File: src/rtl/cache_line_adaptor_if.sv
// Line-side and burst-side signal bundle for cache_line_adaptor.
//   slave  : adaptor view (takes line requests and burst returns, drives burst port and fill line)
//   master : environment view (cache controller/datapath plus physical memory)
// Line side : line_addr, line_wdata, line_read, line_write -> ; <- line_rdata, line_resp
// Burst side: burst_addr, burst_o, burst_read, burst_write <- ; -> burst_i, burst_resp
interface cache_line_adaptor_if #(
  parameter int unsigned ADDR_W = 12,
  parameter int unsigned LINE_W = 128,
  parameter int unsigned BEAT_W = 32
);
  logic [ADDR_W-1:0]   line_addr;
  logic [LINE_W-1:0]   line_wdata;
  logic                line_read;
  logic                line_write;
  logic [LINE_W-1:0]   line_rdata;
  logic                line_resp;
  logic [ADDR_W+3:0]   burst_addr;
  logic [BEAT_W-1:0]   burst_o;
  logic [BEAT_W-1:0]   burst_i;
  logic                burst_read;
  logic                burst_write;
  logic                burst_resp;

  modport slave (
    input  line_addr, line_wdata, line_read, line_write, burst_i, burst_resp,
    output line_rdata, line_resp, burst_addr, burst_o, burst_read, burst_write
  );

  modport master (
    output line_addr, line_wdata, line_read, line_write, burst_i, burst_resp,
    input  line_rdata, line_resp, burst_addr, burst_o, burst_read, burst_write
  );
endinterface

File: src/rtl/cache_line_adaptor.sv
// Converts one cache line transfer at a time into a BEATS-beat burst on the
// physical memory port and returns a one-cycle line_resp on completion.
// Ports:
//   clk  : system clock, rising edge
//   rst  : asynchronous active-high reset
//   bus  : cache_line_adaptor_if.slave (line request/response + memory burst port)
// All outputs come straight from registers; nothing combinational from inputs.
module cache_line_adaptor #(
  parameter int unsigned ADDR_W = 12,
  parameter int unsigned LINE_W = 128,
  parameter int unsigned BEAT_W = 32
) (
  input  logic                   clk,
  input  logic                   rst,
  cache_line_adaptor_if.slave    bus
);
  localparam int unsigned BEATS = LINE_W / BEAT_W;
  localparam int unsigned CNT_W = (BEATS > 1) ? $clog2(BEATS) : 1;
  localparam logic [CNT_W-1:0] LAST = CNT_W'(BEATS - 1);

  typedef enum logic [1:0] {IDLE, READ, WRITE, DONE} state_t;

  state_t                          state;
  logic [CNT_W-1:0]                cnt;
  logic [CNT_W-1:0]                cnt_inc;
  logic [ADDR_W-1:0]               addr_q;
  logic [BEATS-1:0][BEAT_W-1:0]    wdata_q;
  logic [BEATS-1:0][BEAT_W-1:0]    rdata_q;
  logic [BEAT_W-1:0]               bo_q;
  logic                            resp_q;
  logic                            rd_q;
  logic                            wr_q;

  assign cnt_inc = cnt + CNT_W'(1);

  always_ff @(posedge clk or posedge rst) begin
    if (rst) begin
      state   <= IDLE;
      cnt     <= '0;
      addr_q  <= '0;
      wdata_q <= '0;
      rdata_q <= '0;
      bo_q    <= '0;
      resp_q  <= 1'b0;
      rd_q    <= 1'b0;
      wr_q    <= 1'b0;
    end else begin
      resp_q <= 1'b0;
      case (state)
        IDLE: begin
          cnt <= '0;
          // Write has priority when both requests are raised together.
          if (bus.line_write) begin
            addr_q  <= bus.line_addr;
            wdata_q <= bus.line_wdata;
            bo_q    <= bus.line_wdata[BEAT_W-1:0];
            wr_q    <= 1'b1;
            state   <= WRITE;
          end else if (bus.line_read) begin
            addr_q <= bus.line_addr;
            rd_q   <= 1'b1;
            state  <= READ;
          end
        end
        READ: begin
          if (bus.burst_resp) begin
            rdata_q[cnt] <= bus.burst_i;
            cnt          <= cnt_inc;
            if (cnt == LAST) begin
              rd_q   <= 1'b0;
              resp_q <= 1'b1;
              state  <= DONE;
            end
          end
        end
        WRITE: begin
          if (bus.burst_resp) begin
            // Preload the next beat so burst_o stays a plain register.
            bo_q <= wdata_q[cnt_inc];
            cnt  <= cnt_inc;
            if (cnt == LAST) begin
              wr_q   <= 1'b0;
              resp_q <= 1'b1;
              state  <= DONE;
            end
          end
        end
        DONE: begin
          state <= IDLE;
        end
        default: begin
          state <= IDLE;
        end
      endcase
    end
  end

  assign bus.line_rdata  = rdata_q;
  assign bus.line_resp   = resp_q;
  assign bus.burst_addr  = {addr_q, 4'b0000};
  assign bus.burst_o     = bo_q;
  assign bus.burst_read  = rd_q;
  assign bus.burst_write = wr_q;
endmodule
File: src/flat_wrapper.sv
// flat-port wrapper written by rule: the top's interface ports become plain ports
module cache_line_adaptor_flat 
#(
  parameter int unsigned ADDR_W = 12,
  parameter int unsigned LINE_W = 128,
  parameter int unsigned BEAT_W = 32
)
  (clk, rst, bus_line_addr, bus_line_wdata, bus_line_read, bus_line_write, bus_burst_i, bus_burst_resp, bus_line_rdata, bus_line_resp, bus_burst_addr, bus_burst_o, bus_burst_read, bus_burst_write);
  cache_line_adaptor_if #(.ADDR_W(ADDR_W), .LINE_W(LINE_W), .BEAT_W(BEAT_W)) bus_i ();
  input  logic clk;
  input  logic rst;
  input wire logic [$bits(bus_i.line_addr)-1:0] bus_line_addr;
  input wire logic [$bits(bus_i.line_wdata)-1:0] bus_line_wdata;
  input wire logic [$bits(bus_i.line_read)-1:0] bus_line_read;
  input wire logic [$bits(bus_i.line_write)-1:0] bus_line_write;
  input wire logic [$bits(bus_i.burst_i)-1:0] bus_burst_i;
  input wire logic [$bits(bus_i.burst_resp)-1:0] bus_burst_resp;
  output wire logic [$bits(bus_i.line_rdata)-1:0] bus_line_rdata;
  output wire logic [$bits(bus_i.line_resp)-1:0] bus_line_resp;
  output wire logic [$bits(bus_i.burst_addr)-1:0] bus_burst_addr;
  output wire logic [$bits(bus_i.burst_o)-1:0] bus_burst_o;
  output wire logic [$bits(bus_i.burst_read)-1:0] bus_burst_read;
  output wire logic [$bits(bus_i.burst_write)-1:0] bus_burst_write;
  assign bus_i.line_addr = bus_line_addr;
  assign bus_i.line_wdata = bus_line_wdata;
  assign bus_i.line_read = bus_line_read;
  assign bus_i.line_write = bus_line_write;
  assign bus_i.burst_i = bus_burst_i;
  assign bus_i.burst_resp = bus_burst_resp;
  assign bus_line_rdata = bus_i.line_rdata;
  assign bus_line_resp = bus_i.line_resp;
  assign bus_burst_addr = bus_i.burst_addr;
  assign bus_burst_o = bus_i.burst_o;
  assign bus_burst_read = bus_i.burst_read;
  assign bus_burst_write = bus_i.burst_write;
  cache_line_adaptor #(.ADDR_W(ADDR_W), .LINE_W(LINE_W), .BEAT_W(BEAT_W)) u_core (.clk(clk), .rst(rst), .bus(bus_i));
endmodule
File: config.mk
export PLATFORM = sky130hd
export DESIGN_NAME = cache_line_adaptor_flat
export DESIGN_NICKNAME = d
export VERILOG_FILES = /design/src/rtl/cache_line_adaptor_if.sv /design/src/rtl/cache_line_adaptor.sv /design/src/flat_wrapper.sv
export SDC_FILE = /design/constraint.sdc
export NUM_CORES = 1
export LEC_CHECK = 0
export CELL_PAD_IN_SITES_DETAIL_PLACEMENT = 1
export CELL_PAD_IN_SITES_GLOBAL_PLACEMENT = 1
export CORE_MARGIN = 10
export CORE_UTILIZATION = 45
export DETAILED_ROUTE_END_ITERATION = 12
export DONT_BUFFER_PORTS = 1
export GPL_TIMING_DRIVEN = 0
export MAX_ROUTING_LAYER = met4
export PLACE_DENSITY = 0.83
export REMOVE_ABC_BUFFERS = 1
export SLEW_MARGIN = 20
export SYNTH_ARGS = -nofsm -noshare
export SYNTH_HDL_FRONTEND = slang
export SYNTH_SLANG_ARGS = --single-unit
File: constraint.sdc
create_clock -name clk -period 9.87 [get_ports clk]
set_input_delay 1.974 -clock clk [delete_from_list [all_inputs] [get_ports clk]]
set_output_delay 1.974 -clock clk [all_outputs]
set_load 0.01 [all_outputs]
# Yosys cells after proc, flatten, opt, wreduce, memory -nomap -nowiden
# Cells that the tools add are included.
# W data, S select, Z words.
[totals] ff_bits=307 out_inout_bits=179 wordCells=75
[classes] addsub=1 magnitude_cmp=3 n_eq_ne=14 mux=27 reduce_logical=15
[op_table] cell="$bwmux W128" n=1
[op_table] cell="$mux W32" n=4
[op_table] cell="$bmux W32 S2" n=1
[op_table] cell="$demux W32 S2" n=1
[op_table] cell="$pmux W32 S2" n=1
[op_table] cell="$mux W12" n=2
[op_table] cell="$mux W2" n=5
[op_table] cell="$ne A2 B2 Y1 const B" n=5
[op_table] cell="$mux W1" n=8
[op_table] cell="$ne A2 B1 Y1 const B" n=4
[op_table] cell="$reduce_and A2 Y1" n=4
[op_table] cell="$reduce_bool A2 Y1" n=4
[op_table] cell="$eq A2 B2 Y1 const B" n=3
[op_table] cell="$lt A2 B3 Y1 const B" n=2
[op_table] cell="$pmux W2 S3" n=1
[op_table] cell="$reduce_and A3 Y1" n=2
[op_table] cell="$reduce_and A5 Y1" n=1
[op_table] cell="$pmux W1 S2" n=2
[op_table] cell="$pmux W2 S2" n=1
[op_table] cell="$reduce_and A4 Y1" n=1
[op_table] cell="$ne A3 B3 Y1 const B" n=1
[op_table] cell="$add A2 B1 Y2 const B" n=1
[op_table] cell="$eq A2 B1 Y1 const B" n=1
[op_table] cell="$ge A2 B1 Y1 const B" n=1
[op_table] cell="3 further kinds" n=3

# Longest topological paths before layout
# Gate-level depths: netlist of run 1.
[depth] ltp_word=5 ltp_mapped=8

# Worst setup path before layout of run 1
# OpenSTA, ideal clock, no wires.
[synth_path] path_kind="in2reg" startpoint="input bus_line_write" endpoint="register u_core.bo_q[31] (netlist: u_core.bus.burst_o[31])" setup_ps=126 arrival_ps=2939 required_ps=9744 path_slack_ps=6805 cell_stages=5 path_buffers=2 path_cell_list="mux2_4 -> and3_4 -> buf_6 -> buf_6 -> a221o_1"
[synth_via] elab_chain_len=2
[synth_lines] element="from (decl)" line="flat_wrapper.sv:15" rtl="input wire logic [$bits(bus_i.line_write)-1:0] bus_line_write;"
[synth_lines] element="$ne A2 B2 Y1 (no source line)"
[synth_lines] element="$reduce_and A3 Y1 (no source line)"
[synth_lines] element="to (signal assigned)" line="cache_line_adaptor.sv:56" rtl="bo_q <= bus.line_wdata[BEAT_W-1:0];"
[synth_lines] element="to (signal assigned)" line="cache_line_adaptor.sv:79" rtl="bo_q <= wdata_q[cnt_inc];"
[synth_lines] element="to (decl)" line="cache_line_adaptor.sv:29" rtl="logic [BEAT_W-1:0] bo_q;"
# Every way passes these cells.
# A chain may end at the register's enable or synchronous reset.

# Worst setup path after layout of run 1
[layout_path] startpoint="register u_core.bo_q[10] (netlist: u_core.bus.burst_o[10])" endpoint="output bus_burst_o[10]"
[layout_rtl] element="to (decl)" line="flat_wrapper.sv:21" rtl="output wire logic [$bits(bus_i.burst_o)-1:0] bus_burst_o;"
# No word-level cell between the ends.

==> out/metrics.yaml, run 1 <==
grt_pass1_wl_um: 52200
vias: 6828
cts_root_buf: "clkbuf_16"
final_common_cell: "dfrtp_1"
hold_ws_ps: 495
clockPowerShare_pct: 24.0
r2r_start: "u_core.cnt[0]$_DFFE_PP0P_"
crit_cells: 0
die_w_um: 188
dp_hpwl_um: 24600
place.port_buffers: 0
core_um2: 27900
dr.pass1.iters: 5
grt_pass1_vias: 7819
finalCriticalPeriod_ps: 3010
clk_path_buf_depth: 3
synth_ff_type: "dfrtp_1"
p_sw_mw: 1.74
stdcell_count: 1179
setup_violations: 0
cap_violations: 0
maxSlewHeadroom_pct: 49.6
die_area_um2: 35400
clkLatencyLatePin_ps: 500
placedInstanceArea_um2: 13200
rows: 61
drt.antenna.violating_nets: 0
yosysSeqAreaShare_pct: 60.5
min_period_over_period_pct: 30.5
overflow: 0
p_int_mw: 3.49
tightest_slew_ps: 756
die_y_um: 188
clkSlewWorstSetupHoldPaths_ps: 50
drive_above_1_share_pct: 28.3
antenna_found_initial: 13
critPathKind: "flip-flop to output pin"
fin_worst_skew_ps: 24.0
utilization_pct: 51.5
synth_edf_count: 0
dp.cells: 1109
grt_usage_pct: 19.7
routedLengthMet1_um: 12300
critPathCaptureType: "output pin"
mostFrequentLayoutCells: "306 x dfrtp_1, 150 x mux2_2, 120 x mux2_1"
routed-wl-met2_um: 16800
cts_tree: "done"
syn_area_per_cell_um2: 16.5
rsz0062_at_grt: "false"
outcome: "finished clean"
post-cts-setup-buffer-count: 0
worst_ep_required_time_ps: 7900
min_from: "u_core.wdata_q[44]$_DFFE_PP0P_"
worstSetupStartpointType: "flip-flop"
cts.htree.levels: 2
p_seq_share_pct: 49.1
slew_viol_final: 0
area_growth_pct: 12.8
crit_arrival_ps: 1030
ys_async_sr_fraction_pct: 100
clock-sinks: 307
fmax_ghz: 0.333
wl_met3_um: 4980
p_per_area_nw_per_um2: 365
synth_cell_type_count: 29
cts_buffers: 34
grt_max_degree: 111
synth_cells: 770
routedWlPerCell_um: 29.4
netlist_area_um2: 12700
switching_share_pct: 33.2
r2r_cells: 5
hold_viol: 0
nNetsFinal: 952
yosysWarnings: 0
critPathLaunch: "u_core.bus.burst_o[10]$_DFFE_PP0P_"
start_util_pct: 45.6
cts-hold-fix-buffers: 0
dr.first_iter.drc_count: 339
wirelength_um: 34700
comb_power_share_pct: 27.0
leakagePower_nw: 6.43
drc: 0
hold_depth: 1
total_power_mw: 5.23
fillers: 2571
irDropWorstVdd_v: 0.000157
hp-class: "flip-flop to flip-flop"
highest_layer: "met4"
final_area_um2: 14300
synth_seq_cells: 307
io-pin-count: 356
cts_resized: 0
finalWeightedCongestion: 0.750
routed_via_density: 5.79
worstPathMaxFanout: 2
[synthesized netlist by cell type (all sizes together) (3+ instances only)]
cell / n / area share [%]
a21oi: 3 / 0.12
a221o: 32 / 2.5
and3: 34 / 1.7
buf: 41 / 2.1
clkbuf: 12 / 0.35
dfrtp: 307 / 60
ha: 8 / 0.79
inv: 6 / 0.18
mux2: 271 / 24
mux4: 32 / 6.6
nand2: 3 / 0.089
nand3: 6 / 0.24
o21ai: 3 / 0.12
[per-layer routing]
layer | up-vias | GRT usage (%)
li1 | 2884 | -
met1 | 3580 | 19.6
met2 | 313 | 31.9
met3 | 51 | 12.2
met4 | 0 | 5.26
met5 | - | -
[sequential cells by signal (all words and copies together) (netlist names)]
name                    flops
u_core.cnt                  2
u_core.bus.burst_read       1
u_core.bus.burst_o         32
u_core.bus.line_rdata     128
u_core.wdata_q            128
u_core.state                2
u_core.addr_q              12
u_core.bus.burst_write      1
u_core.bus.line_resp        1
[through the flow]
stage               setup TNS, ps  worst slack (ps)
detailed placement              0              6310
global route                    0              6750
floorplan                 -181650              -592
global placement         -1151440             -3770
CTS                             0              6770
finish                          0              6860
[worst paths after layout]
check	to	slack [ps]
setup / recovery	bus_burst_o[10]	6860
hold / removal	u_core.wdata_q[44]$_DFFE_PP0P_	500
setup reg to reg	u_core.bus.burst_o[18]$_DFFE_PP0P_	7140
hold reg to reg	u_core.wdata_q[44]$_DFFE_PP0P_	500
max in group asynchronous	u_core.wdata_q[98]$_DFFE_PP0P_	7400
min in group asynchronous	u_core.bus.line_resp$_DFF_PP0_	1460
[power groups by stage]
stage	sequential (mW)	clock (mW)	combinational [mW]
6_report	2.57	1.25	1.41
5_1_grt	2.66	1.34	1.55
4_1_cts	2.59	1.29	1.44
3_5_place_dp	2.60	0	1.43
3_3_place_gp	2.55	0	1.35
2_1_floorplan	2.33	0	1.14
[cell type report]
cell class	count	area [um^2]	share of cell area, %
inverter	6	30.0	0.209
multi-input combinational	407	4740	33.1
clock buffer	53	1070	7.44
tap	378	473	3.30
timing repair buffer	11	253	1.76
sequential	307	7690	53.6
clock inverter	4	48.8	0.340
antenna	13	32.5	0.227
[logic make-up (layout without fill, tap and decap cells)]
| group | after synthesis | after routing | share of synthesized area (%) |
|---|---|---|---|
| flops | 307 | 307 | 60.5 |
| mux | 305 | 305 | 30.8 |
| buf+inv | 59 | 74 | 2.62 |
| simple gates | 47 | 47 | 2.22 |
| compound gates | 42 | 42 | 3.03 |
| fa+ha+maj | 8 | 8 | 0.788 |
| other cells | 1 | 17 | 0.0295 |
| xor+xnor | 1 | 1 | 0.0689 |
No activity file was read; power rests on OpenSTA's default activity.
==> inputs of run 2 (changes only) <==
--- a/config.mk
+++ b/config.mk
@@ -13,7 +13,7 @@
 export DONT_BUFFER_PORTS = 1
 export GPL_TIMING_DRIVEN = 0
 export MAX_ROUTING_LAYER = met4
-export PLACE_DENSITY = 0.83
+export PLACE_DENSITY = 0.8
 export REMOVE_ABC_BUFFERS = 1
 export SLEW_MARGIN = 20
 export SYNTH_ARGS = -nofsm -noshare
==> constraint.sdc (replaced) <==
create_clock -name clk -period 2.8 [get_ports clk]
set_input_delay 0.56 -clock clk [delete_from_list [all_inputs] [get_ports clk]]
set_output_delay 0.56 -clock clk [all_outputs]
set_load 0.01 [all_outputs]
==> out/metrics.yaml, run 2 (synthesis results as in run 1) <==
critPathCaptureType: "flip-flop"
overflow: 0
p_int_mw: 12.4
irDropWorstVdd_v: 0.000669
stdcell_count: 1189
worstSetupStartpointType: "flip-flop"
dp.cells: 1110
mostFrequentLayoutCells: "306 x dfrtp_1, 150 x mux2_2, 120 x mux2_1"
p_seq_share_pct: 48.2
maxSlewHeadroom_pct: 52.2
cpPeakStageDelay_ps: 730
setup_violations: 0
place.port_buffers: 0
io-pin-count: 356
dr.pass1.iters: 5
drc: 0
grt_pass1_vias: 7891
hold_viol: 0
dp_hpwl_um: 24700
seq_area_um2: 7690
fin_worst_skew_ps: 11.4
vias: 6864
worstPathMaxFanout: 22
cap_violations: 0
die_y_um: 188
tightest_slew_ps: 716
drt.antenna.violating_nets: 0
die_w_um: 188
critPathKind: "flip-flop to flip-flop"
clock-sinks: 307
antenna_found_initial: 16
slew_viol_final: 0
crit_family: "flip-flops"
cp_num_buf_inv: 2
dr.first_iter.drc_count: 351
crit_chain: "inv_1 > ha_2 > buf_12 > mux4_1 > a221o_1"
clockPowerShare_pct: 24.4
finalWeightedCongestion: 0.732
leakagePower_nw: 6.48
cts.htree.levels: 2
wirelength_um: 34900
hp-class: "primary input to flip-flop"
comb_power_share_pct: 27.4
switching_share_pct: 33.2
cts_root_buf: "clkbuf_16"
p_per_area_nw_per_um2: 1290
outcome: "finished clean"
nNetsFinal: 955
final_common_cell: "dfrtp_1"
p_sw_mw: 6.19
routedWlPerCell_um: 29.3
fmax_ghz: 0.388
finalCriticalPeriod_ps: 2580
clkSlewWorstSetupHoldPaths_ps: 60
drive_above_1_share_pct: 29.3
start_util_pct: 45.6
core_um2: 27900
total_power_mw: 18.6
fillers: 2566
cts_buffers: 34
crit_arrival_ps: 2960
cts_tree: "done"
grt_pass1_wl_um: 52000
clkLatencyLatePin_ps: 500
die_area_um2: 35400
routed_via_density: 5.77
grt_max_degree: 102
clk_path_buf_depth: 3
area_growth_pct: 13.6
worst_ep_required_time_ps: 3180
multiInputGateArea_um2: 4740
rsz0062_at_grt: "false"
grt_usage_pct: 19.7
rows: 61
slowest_stage: "dfrtp_4"
min_period_over_period_pct: 92.0
==> run 2: layer usage <==
metal	track usage (%)	up-vias	wire length [um]
li1	-	2903	-
met1	18.2	3620	11700
met2	33.6	303	17400
met3	13.1	38	5380
met4	3.54	0	446
met5	-	-	0
==> run 2: repair_timing <==
action                                  in CTS  in global routing
hold buffers                                 1                  0
hold endpoints to repair                    39                  0
gates resized for setup                      0                  0
buffers inserted                             1                  0
endpoints found under the setup margin       2                  0
==> run 2: per-stage QoR <==
step	worst slack (ps)	hold slack, ps	util (%)	instance area [um^2]	TNS (ps)
detailed placement	-48.0	420	47.4	13200	-48.0
global route	151	157	51.8	14400	0
floorplan	-6250	471	-	12400	-2097290
global placement	-9500	479	46.2	12900	-3521770
CTS	184	164	51.7	14400	0
finish	224	183	51.8	14400	0
==> run 2: path summary, 6_finish.rpt <==
check / cells after the start / to / slack, ps / startpoint
setup reg to reg: 5 / u_core.bus.burst_o[26]$_DFFE_PP0P_ / 220 / u_core.cnt[0]$_DFFE_PP0P_
min in group asynchronous: 2 / u_core.bus.line_rdata[61]$_DFFE_PP0P_ / 580 / rst
max in group asynchronous: 4 / u_core.bus.burst_o[27]$_DFFE_PP0P_ / 1100 / rst
hold / removal: 1 / u_core.bus.line_rdata[48]$_DFFE_PP0P_ / 180 / bus_burst_i[16]
setup / recovery: 5 / u_core.bus.burst_o[26]$_DFFE_PP0P_ / 220 / u_core.cnt[0]$_DFFE_PP0P_
hold reg to reg: 1 / u_core.wdata_q[18]$_DFFE_PP0P_ / 500 / u_core.wdata_q[18]$_DFFE_PP0P_
==> run 2: worst reg2reg max path, delay by kind of cell (launching register included) <==
kind	cells	cell delay, ps
AOI/OAI and AO/OA	1	340
adders and majority gates	1	600
buffers and inverters	2	380
DFF	1	730
muxes	1	410
==> run 2: power by group through the flow <==
| stage | combinational [mW] | sequential, mW | clock (mW) |
|---|---|---|---|
| after floorplan | 4.01 | 8.22 | 0 |
| after global placement | 4.76 | 9.00 | 0 |
| after detailed placement | 5.06 | 9.14 | 0 |
| after CTS | 5.21 | 9.05 | 4.68 |
| after global routing | 5.57 | 9.29 | 4.88 |
| final | 5.10 | 8.97 | 4.55 |
==> run 2: area by class of cell <==
type	instances	share of cell area, %
Antenna cell	15	0.260
Clock buffer	50	7.31
Clock inverter	12	0.797
Inverter	6	0.208
Multi-Input combinational cell	407	32.9
Sequential cell	307	53.2
Tap cell	378	3.28
Timing Repair Buffer	14	2.05
==> inputs of run 3 (changes only) <==
--- a/config.mk
+++ b/config.mk
@@ -14,7 +14,6 @@
 export GPL_TIMING_DRIVEN = 0
 export MAX_ROUTING_LAYER = met4
 export PLACE_DENSITY = 0.8
-export REMOVE_ABC_BUFFERS = 1
 export SLEW_MARGIN = 20
 export SYNTH_ARGS = -nofsm -noshare
 export SYNTH_HDL_FRONTEND = slang
==> out/metrics.yaml, run 3 (synthesis results as in run 1) <==
outcome: "finished clean"
hp-class: "primary input to asynchronous set/reset pin"
critPathKind: "flip-flop to flip-flop"
start_util_pct: 45.6
finalWeightedCongestion: 0.759
fin_ws_ps: 133
rows: 61
grt_pass1_wl_um: 53400
die_y_um: 188
placedInstanceArea_um2: 13400
clkLatencyLatePin_ps: 500
critPathCaptureType: "flip-flop"
worstSetupStartpointType: "flip-flop"
cts.htree.levels: 2
multiInputGateArea_um2: 4700
clkSlewWorstSetupHoldPaths_ps: 60
slew_viol_final: 0
cap_violations: 0
min_period_over_period_pct: 95.3
rsz0062_at_grt: "false"
dr.first_iter.drc_count: 223
die_w_um: 188
r2r_start: "u_core.cnt[0]$_DFFE_PP0P_"
dp.cells: 1161
cts_root_buf: "clkbuf_16"
grt_max_degree: 37
dr.pass1.iters: 4
cpPeakStageDelay_ps: 390
drive_above_1_share_pct: 31.2
slowest_stage: "dfrtp_1"
tightest_slew_ps: 764
p_per_area_nw_per_um2: 1270
final_area_um2: 14600
grt_usage_pct: 20.1
clock-sinks: 307
setup_violations: 0
crit_family: "buffers and inverters"
crit_path_frequent_cell: "buf_6"
drc: 0
crit_chain: "buf_6 > buf_6 > inv_1 > ha_1 > clkbuf_1 > clkbuf_2 > mux4_1 > a221o_1"
stdcell_count: 1237
cts_tree: "done"
dp_hpwl_um: 26800
seq_area_um2: 7680
crit_arrival_ps: 3040
mostFrequentLayoutCells: "307 x dfrtp_1, 150 x mux2_2, 120 x mux2_1"
utilization_pct: 52.5
cts-hold-fix-buffers: 0
io-pin-count: 356
overflow: 0
finalCriticalPeriod_ps: 2670
critPathLaunch: "u_core.cnt[0]$_DFFE_PP0P_"
fmax_ghz: 0.375
cp_num_buf_inv: 5
die_area_um2: 35400
core_um2: 27900
tns_ps: 0
leakagePower_nw: 6.59
routed_via_density: 5.68
hold_viol: 0
routedWlPerCell_um: 28.7
nNetsFinal: 1004
worstPathMaxFanout: 10
cts_buffers: 34
worst_ep_required_time_ps: 3180
detailedPlace.worstSlack_ps: -171
antenna_found_initial: 15
place.port_buffers: 0
area_growth_pct: 15.0
clk_path_buf_depth: 3
hold_ws_ps: 40.8
final_common_cell: "dfrtp_1"
irDropWorstVdd_v: 0.000613
vias: 7025
wirelength_um: 35500
drt.antenna.violating_nets: 0
fillers: 2612
grt_pass1_vias: 7967
maxSlewHeadroom_pct: 49.1
total_power_mw: 18.6
fin_worst_skew_ps: 12.5
==> run 3: power breakdown <==
| group | total (mW) | switching (mW) | leakage, nW | internal [mW] |
|---|---|---|---|---|
| Sequential | 8.85 | 2.19 | 3.72 | 6.66 |
| Combinational | 5.13 | 2.17 | 2.29 | 2.96 |
| Clock | 4.57 | 1.75 | 0.583 | 2.82 |
==> run 3: metal layers <==
layer	vias to the layer above	global-route usage (%)	wire length, um
met5	-	-	0
met4	0	5.17	564
met3	48	11.3	4620
met2	294	32.7	17300
met1	3684	20.8	13000
li1	2999	-	-
==> run 3: cell type report <==
cell class / instances / area share (%)
Inverter: 6 / 0.180
Antenna cell: 16 / 0.274
Timing Repair Buffer: 10 / 1.42
Clock inverter: 9 / 0.676
Clock buffer: 51 / 7.31
Sequential cell: 307 / 52.6
Multi-Input combinational cell: 407 / 32.2
Buffer: 53 / 2.15
Tap cell: 378 / 3.24
==> run 3: path summary, 6_finish.rpt <==
kind / to / slack (ps) / depth (start not counted)
max: u_core.bus.burst_o[5]$_DFFE_PP0P_ / 130 / 8
min: u_core.bus.line_rdata[103]$_DFFE_PP0P_ / 40 / 1
max reg2reg: u_core.bus.burst_o[5]$_DFFE_PP0P_ / 130 / 8
min reg2reg: u_core.wdata_q[44]$_DFFE_PP0P_ / 500 / 1
max in group asynchronous: u_core.bus.line_rdata[75]$_DFFE_PP0P_ / 1710 / 4
min in group clk: u_core.bus.line_rdata[36]$_DFFE_PP0P_ / 190 / 1
==> run 3: timing repair <==
action	CTS	global route
resized for setup	3	0
endpoints found under the setup margin	29	0
buffers inserted	0	0
